**src/rtl/ppm_sof_eof_detector.sv**
```systemverilog
// SOF/EOF framing for the oversampled PPM line; all state advances on clk16 ticks.
// Optional macro PPM_FRAME_TIMEOUT_EN adds a MAX_FRAME tick frame timeout on frame_err.
module ppm_sof_eof_detector #(
  parameter int SOF_GAP   = 5,
  parameter int GAP_TOL   = 0,
  parameter int EOF_IDLE  = 32,
  parameter int OUT_DLY   = 2,
  parameter int CNT_W     = 6,
  parameter int MAX_FRAME = 4096
) (
  input  logic             clk,
  input  logic             rst,
  input  logic             clk16,
  input  logic             Din,
  input  logic             eof_rcv_in,
  output logic             sof_rcv_out,
  output logic             eof_rcv_out,
  output logic             frame_active,
  output logic             sof_err,
  output logic             frame_err,
  output logic [CNT_W-1:0] cnt_sof
);

  localparam logic [CNT_W-1:0] WIN_LO   = CNT_W'(SOF_GAP - GAP_TOL);
  localparam logic [CNT_W-1:0] WIN_HI   = CNT_W'(SOF_GAP + GAP_TOL);
  localparam logic [CNT_W-1:0] WIN_END  = CNT_W'(SOF_GAP + GAP_TOL + 1);
  localparam logic [CNT_W-1:0] IDLE_END = CNT_W'(EOF_IDLE - 1);

  if (GAP_TOL >= SOF_GAP || OUT_DLY < 1 || EOF_IDLE < 1 || MAX_FRAME < 1 ||
      SOF_GAP + GAP_TOL + 1 >= 2**CNT_W || EOF_IDLE >= 2**CNT_W) begin : g_param_check
    $error("ppm_sof_eof_detector: inconsistent parameter set");
  end

  typedef enum logic [1:0] {IDLE, GAP, FRAME} state_t;

  state_t             state;
  logic               din_s;
  logic [CNT_W-1:0]   idle_cnt;
  logic [OUT_DLY-1:0] sof_pipe;
  logic               in_window;
  logic               below_window;
  logic               window_end;
  logic               idle_end;

  assign in_window    = (cnt_sof >= WIN_LO) && (cnt_sof <= WIN_HI);
  assign below_window = (cnt_sof < WIN_LO);
  assign window_end   = (cnt_sof == WIN_END);
  assign idle_end     = !din_s && (idle_cnt == IDLE_END);
  assign sof_rcv_out  = sof_pipe[OUT_DLY-1];

`ifdef PPM_FRAME_TIMEOUT_EN
  localparam int               FRM_W     = $clog2(MAX_FRAME + 1);
  localparam logic [FRM_W-1:0] FRAME_END = FRM_W'(MAX_FRAME - 1);

  logic [FRM_W-1:0] frame_cnt;
  logic             frame_timeout;

  assign frame_timeout = (frame_cnt == FRAME_END);
`else
  assign frame_err = 1'b0;
`endif

  // din_s is the previous tick's inverted line sample, so every decision lags Din by one tick.
  always_ff @(posedge clk or posedge rst) begin
    if (rst) begin
      state        <= IDLE;
      din_s        <= 1'b0;
      cnt_sof      <= '0;
      idle_cnt     <= '0;
      sof_pipe     <= '0;
      eof_rcv_out  <= 1'b0;
      frame_active <= 1'b0;
      sof_err      <= 1'b0;
`ifdef PPM_FRAME_TIMEOUT_EN
      frame_cnt    <= '0;
      frame_err    <= 1'b0;
`endif
    end else if (clk16) begin
      din_s       <= ~Din;
      sof_err     <= 1'b0;
      eof_rcv_out <= 1'b0;
`ifdef PPM_FRAME_TIMEOUT_EN
      frame_err   <= 1'b0;
`endif
      for (int i = 1; i < OUT_DLY; i++) begin
        sof_pipe[i] <= sof_pipe[i-1];
      end
      sof_pipe[0] <= 1'b0;

      if (eof_rcv_in) begin
        eof_rcv_out  <= (state == FRAME);
        state        <= IDLE;
        cnt_sof      <= '0;
        idle_cnt     <= '0;
        sof_pipe     <= '0;
        frame_active <= 1'b0;
`ifdef PPM_FRAME_TIMEOUT_EN
        frame_cnt    <= '0;
`endif
      end else begin
        unique case (state)
          IDLE: begin
            if (din_s) begin
              state   <= GAP;
              cnt_sof <= CNT_W'(1);
            end
          end
          GAP: begin
            if (din_s && in_window) begin
              state        <= FRAME;
              cnt_sof      <= '0;
              idle_cnt     <= '0;
              frame_active <= 1'b1;
              sof_pipe[0]  <= 1'b1;
`ifdef PPM_FRAME_TIMEOUT_EN
              frame_cnt    <= '0;
`endif
            end else if (din_s && below_window) begin
              cnt_sof <= CNT_W'(1);
            end else if (window_end) begin
              // A low landing on the expiry tick becomes the first pulse of a new window.
              sof_err <= 1'b1;
              if (din_s) begin
                cnt_sof <= CNT_W'(1);
              end else begin
                state   <= IDLE;
                cnt_sof <= '0;
              end
            end else begin
              cnt_sof <= cnt_sof + 1'b1;
            end
          end
          FRAME: begin
            if (idle_end) begin
              eof_rcv_out  <= 1'b1;
              state        <= IDLE;
              idle_cnt     <= '0;
              frame_active <= 1'b0;
`ifdef PPM_FRAME_TIMEOUT_EN
              frame_cnt    <= '0;
            end else if (frame_timeout) begin
              frame_err    <= 1'b1;
              state        <= IDLE;
              idle_cnt     <= '0;
              frame_active <= 1'b0;
              frame_cnt    <= '0;
`endif
            end else begin
              idle_cnt <= din_s ? '0 : idle_cnt + 1'b1;
`ifdef PPM_FRAME_TIMEOUT_EN
              frame_cnt <= frame_cnt + 1'b1;
`endif
            end
          end
          default: begin
            state   <= IDLE;
            cnt_sof <= '0;
          end
        endcase
      end
    end
  end

endmodule

```
**config.mk**
```make
export PLATFORM = sky130hd
export DESIGN_NAME = ppm_sof_eof_detector
export DESIGN_NICKNAME = d
export VERILOG_FILES = /design/src/rtl/ppm_sof_eof_detector.sv
export SDC_FILE = /design/constraint.sdc
export NUM_CORES = 1
export LEC_CHECK = 0
export ABC_AREA = 1
export CAP_MARGIN = 20
export CORE_UTILIZATION = 45
export CTS_CLUSTER_SIZE = 8
export DETAILED_ROUTE_END_ITERATION = 8
export GPL_ROUTABILITY_DRIVEN = 0
export PLACE_DENSITY = 0.75
export SYNTH_ARGS = -nofsm -noshare
export SYNTH_HDL_FRONTEND = slang
export SYNTH_SLANG_ARGS = --single-unit
```
**constraint.sdc**
```tcl
create_clock -name clk -period 1.7 [get_ports clk]
set_clock_uncertainty 0.05 [all_clocks]
set_input_delay 0.51 -clock clk [delete_from_list [all_inputs] [get_ports clk]]
set_output_delay 0.51 -clock clk [all_outputs]
set_load 0.005 [all_outputs]
```
# --- Word-level counts from Yosys, hierarchy flattened ---
# Cells that the tools add are included.
# W data, S select, Z words.
word_totals:
  reg_bits: 20
  inputBits: 5
  output_inout_bits: 11
  word_cells: 72
op_classes:
  add_sub_neg: 2
  order_cmp: 3
  eq_ne: 11
  muxes: 36
  n_bitwise: 1
  n_reduce_logical: 11
ops:
  columns: ["cell", "n"]
  rows:
  - ["$mux W6", 9]
  - ["$pmux W6 S3", 1]
  - ["$mux W1", 16]
  - ["$mux W2", 7]
  - ["$add A6 B1 Y6 const B", 2]
  - ["$ne A4 B4 Y1 const B", 3]
  - ["$pmux W6 S2", 1]
  - ["$ne A3 B3 Y1 const B", 3]
  - ["$eq A6 B3 Y1 const B", 1]
  - ["$eq A6 B5 Y1 const B", 1]
  - ["$ge A6 B3 Y1 const B", 1]
  - ["$le A6 B3 Y1 const B", 1]
  - ["$lt A6 B3 Y1 const B", 1]
  - ["$pmux W2 S3", 1]
  - ["$reduce_and A3 Y1", 2]
  - ["$reduce_and A6 Y1", 1]
  - ["$logic_and A1 B1 Y1", 4]
  - ["$reduce_and A4 Y1", 1]
  - ["$reduce_bool A3 Y1", 1]
  - ["$eq A2 B1 Y1 const B", 1]
  - ["$eq A2 B2 Y1 const B", 1]
  - ["$logic_not A2 Y1", 1]
  - ["$ne A2 B2 Y1 const B", 1]
  - ["$pmux W1 S2", 1]
  - ["other kinds (2)", 2]

# --- Longest topological paths before layout ---
logic_depth:
  depth_word: 6
  mapped_depth: 11
  ltp_nobuf: 11

# --- Worst setup path after synthesis ---
# No wires, ideal clock.
synth_path:
  path_kind: "flip-flop to flip-flop"
  start: "register cnt_sof[1]"
  end: "register frame_active"
  setup_time_ns: 0.116
  arrival_time_ns: 1.307
  slack_ns: 0.226
  path_stages_with_launch: 12
  synth_period_minus_slack_ns: 1.474
  cell_sequence: "dfrtp_1 > inv_1 > ha_1 > nand3_1 > nor2_4 > nand2_2 > nand2_2 > nand2_4 > inv_4 > nand2_1 > nand2_1 > nand2_1"
synth_between:
  elab_chain_len: 5
  word_cells_on_any_way: 6
synth_rtl:
  columns: ["item", "line_no", "text"]
  rows:
  - ["from (decl)", "21", "output logic [CNT_W-1:0] cnt_sof"]
  - ["from (signal assigned)", "130", "cnt_sof <= cnt_sof + 1'b1;"]
  - ["$ge A6 B3 Y1 or $le A6 B3 Y1 (tied branches)", "45", "assign in_window = (cnt_sof >= WIN_LO) && (cnt_sof <= WIN_HI);"]
  - ["$logic_and A1 B1 Y1 (*)", "45", null]
  - ["$logic_and A1 B1 Y1 (*)", "109", "if (din_s && in_window) begin"]
  - ["$ne A3 B3 Y1 (no line) (*)", null, null]
  - ["$reduce_and A4 Y1 (no line) (*)", null, null]
  - ["to (signal assigned)", "72", "frame_active <= 1'b0;"]
  - ["to (signal assigned)", "113", "frame_active <= 1'b1;"]
  - ["to (signal assigned)", "138", "frame_active <= 1'b0;"]
  - ["to (decl)", "18", "output logic frame_active,"]
# Mark *: on every way between the ends. The rest lies on a longest branch, timed or not.
# A chain may end at the register's enable or synchronous reset.

# --- Worst setup path in the final report ---
# Ends and elaborated chain as after synthesis.

==> key figures <==
Outcome
  • Status: finished clean

Cells and area
  • Area grow syn2layout: 29.6%
  • ANT cells: 0
  • Net total in the final layout: between 200 and 250
  • Share of cells above drive strength 1: 0.267

Hold path
  • Hold path depth: 2
  • Class of the worst hold path: flip-flop to flip-flop

Critical path
  • Crit path cell chain: buf_6, inv_4, ha_4, nand3_2, nor2_4, nand2_2, nand2_4, nand2_8, inv_8, nand2_1, nand2_1, nand2_1
  • CP required: 1870 ps
  • Crit. End Element: flip-flop
  • Most used cell, CP: nand2_1
  • Worst reg2reg path depth: 12
  • Crit Path Class: flip-flop to flip-flop
  • Largest delay share family, worst path: simple AND/OR/NAND/NOR gates
  • CP max FO: 7
  • CP peak stage delay: 410 ps
  • Startpoint types: flip-flop
  • CP max-delay cell: dfrtp_1
  • Worst path bufs/invs: 3
  • Arrival time worst endpoint: between 1500 and 2000 ps
  • Worst path depth: 12

Power and ir drop
  • Worst VDD drop: about 0.57 mV
  • Net load switching power: approximately 0.36 mW
  • Int Power: 0.851 mW
  • Switch share: 0.297
  • Pwr dens: between 700 and 800 mW/mm^2
  • Overall Power: roughly 1.2 mW
  • Clock network fraction of total power: 0.331
  • Part of the power in registers: 0.434
  • Leak: between 0.8 and 0.9 nW
  • Combinational share of power: 0.235

Timing
  • Fin crit period: approximately 1600 ps
  • Final setup fails: 0
  • Crit share post-route: 0.955
  • Setup TNS: 0 ps
  • Fin. Hold Viols: 0
  • Slew Limit Fails: 0
  • Fmax: approximately 600 MHz
  • Slack of the critical path: 76.1 ps
  • RSZ-0062 raised after global routing: true

Logic synthesis
  • Post-Synthesis Cells: approximately 180
  • Post-synth EDFFs: 0
  • FF+latch count, synth: 20
  • Main combinational cell family by area after synthesis: simple AND/OR/NAND/NOR gates
  • Synth Area in Compound Gates: 0.0597
  • Synthesized cell area: 0.00132 mm^2
  • Synth Area in XOR/XNOR: 0
  • Seq/Total Area, Yosys: 0.379
  • Mux cell area share after synthesis: 0
  • Synth unique cells: 26
  • Asr flop ratio synth: 1.00
  • Synth Warn #: 0
  • Adder-cell area share of the yosys netlist: 0.0473
  • Ys flop type: dfrtp_1
  • Synth top area cells: dfrtp_1 (38%), nand2_1 (15%), nand3_1 (6.4%), nor2_1 (5.4%), inv_1 (4.8%)
  • Cell taking the most area after synthesis: dfrtp_1
  • Dominant cell by count in the synthesized netlist: nand2_1
  • Post-synthesis simple-gate area fraction: 0.417
  • Synthesized net count: 187
  • Syn_area_per_cell: roughly 7.5 um^2
  • Leading cell types by count after synthesis: nand2_1 (52), dfrtp_1 (20), nor2_1 (19)
  • Post-synth top area share: 0.379

Floorplanning
  • DIE AREA: roughly 0.0032 mm^2
  • Row count: 19
  • Core ar.: around 0.0028 mm^2
  • Initial Util: 0.479
  • Die height: 56.2 um
  • I/O Pins: 16
  • Chip Width: roughly 56 um

Global routing
  • Tot GR Track Use: 0.214
  • First-pass GRT wire length: 5.30 mm
  • Grt ovf: 0
  • Vias in the first global route: approximately 1300
  • Initial antenna violation count: 0
  • Largest net degree at the start of global routing: 21

Detailed routing
  • Drt total wl: roughly 3.2 mm
  • WL per Instance: between 10 and 15 um
  • Via count: between 1000 and 1500
  • DRC Markers: 0
  • DRT Pass-1 Iters: 4
  • Antenna Nets Post-Route: 0
  • Post-DR vias/cell: 5.33
  • 1st-iter DRT viols: 51

Place
  • Final HPWL from detailed placement: ~2.3 mm
  • Setup WS pre-CTS: -249 ps
  • Port Buffers: 14

CTS
  • TritonCTS clock tree: yes
  • Clock Path Buffers: 2
  • TritonCTS Buffers: 3
  • CTS clk-pin slew, worst paths: 130 ps
  • Clk_lat worst skew: roughly 310 ps
  • CTS Sinks: 20
  • H-tree levels: 1
  • Root Buffer: clkbuf_4

Run
  • Max_cap viols: 0
-- worst paths after layout --
kind	startpoint	end	slack [ps]
min reg2reg	frame_active$_DFFE_PP0P_	frame_active$_DFFE_PP0P_	440
min in group asynchronous	rst	cnt_sof[0]$_DFFE_PP0P_	460
max reg2reg	cnt_sof[1]$_DFFE_PP0P_	frame_active$_DFFE_PP0P_	80
max in group asynchronous	rst	cnt_sof[3]$_DFFE_PP0P_	910
min	frame_active$_DFFE_PP0P_	frame_active$_DFFE_PP0P_	440
max	cnt_sof[1]$_DFFE_PP0P_	frame_active$_DFFE_PP0P_	80
-- tightest hold or removal path, cell delays in order (launching register included) --
cell     delay (ps)
dfrtp_1         370
nand2_1          50
nand2_1          50
-- power by group through the flow --
stage	logic, mW	registers [mW]	clock network, mW
after global routing	0.318	0.527	0.419
after CTS	0.254	0.525	0.412
after floorplan	0.165	0.536	0
after global placement	0.233	0.540	0
final	0.285	0.525	0.400
after detailed placement	0.238	0.542	0
-- layout by cell type, fill, tap and decap left out, types with 5 or more instances in the layout --
master | netlist | layout
nand2_1 | 52 | 52
nand4_1 | 7 | 7
o21ai_0 | 5 | 5
buf_4 | 1 | 14
nor2_1 | 19 | 19
dlygate4sd2_1 | 0 | 10
inv_1 | 17 | 16
nand3_1 | 17 | 14
dfrtp_1 | 20 | 18
-- flip-flops by register name, indices dropped and copies added (netlist names) --
| name | cells |
|---|---|
| idle_cnt | 6 |
| sof_err | 1 |
| frame_active | 1 |
| state | 2 |
| sof_pipe | 2 |
| cnt_sof | 6 |
| din_s | 1 |
| eof_rcv_out | 1 |
-- kinds of logic (layout without fill, tap and decap cells) --
group / after synthesis / in the layout
adder cells (fa/ha/maj): 5 / 5
flip-flops: 20 / 20
buffers and inverters: 24 / 57
other: 1 / 1
AO/OA/AOI/OAI: 12 / 12
AND/OR/NAND/NOR: 115 / 115
-- final cells by class --
class                   count  area [um^2]
inverters                  22         95.1
flip-flops and latches     20          503
well taps                  31         38.8
fillers                   259         1040
multi-input cells         133          754
clock inverters             1         30.0
repair buffers             31          269
clock buffers               3         22.5
-- stage by stage --
stage	instances	hold slack, ps	util	cell area, um^2
after detailed placement	228	424	0.551	1520
after global placement	228	418	0.551	1520
final	241	440	0.621	1710
after floorplan	177	401	-	1320
after global routing	241	470	0.621	1710
after CTS	238	453	0.585	1610
-- repair_timing --
item,4_1_cts,5_1_grt
setup endpoints to repair,10,13
setup buffers,6,3
hold buffers,0,0
pin swaps,1,7
resized for setup,13,18
-- routing by layer --
metal  part of all wire  routed length, um  vias up  track usage
li1                   -                  -      629            -
met1               0.41               1280      622        0.243
met2               0.55               1730       26        0.393
met3              0.025                 80        8       0.0279
met4              0.019                 59        0        0.101
met5                  0                  0        -            0
No activity file was read; power rests on OpenSTA's default activity.
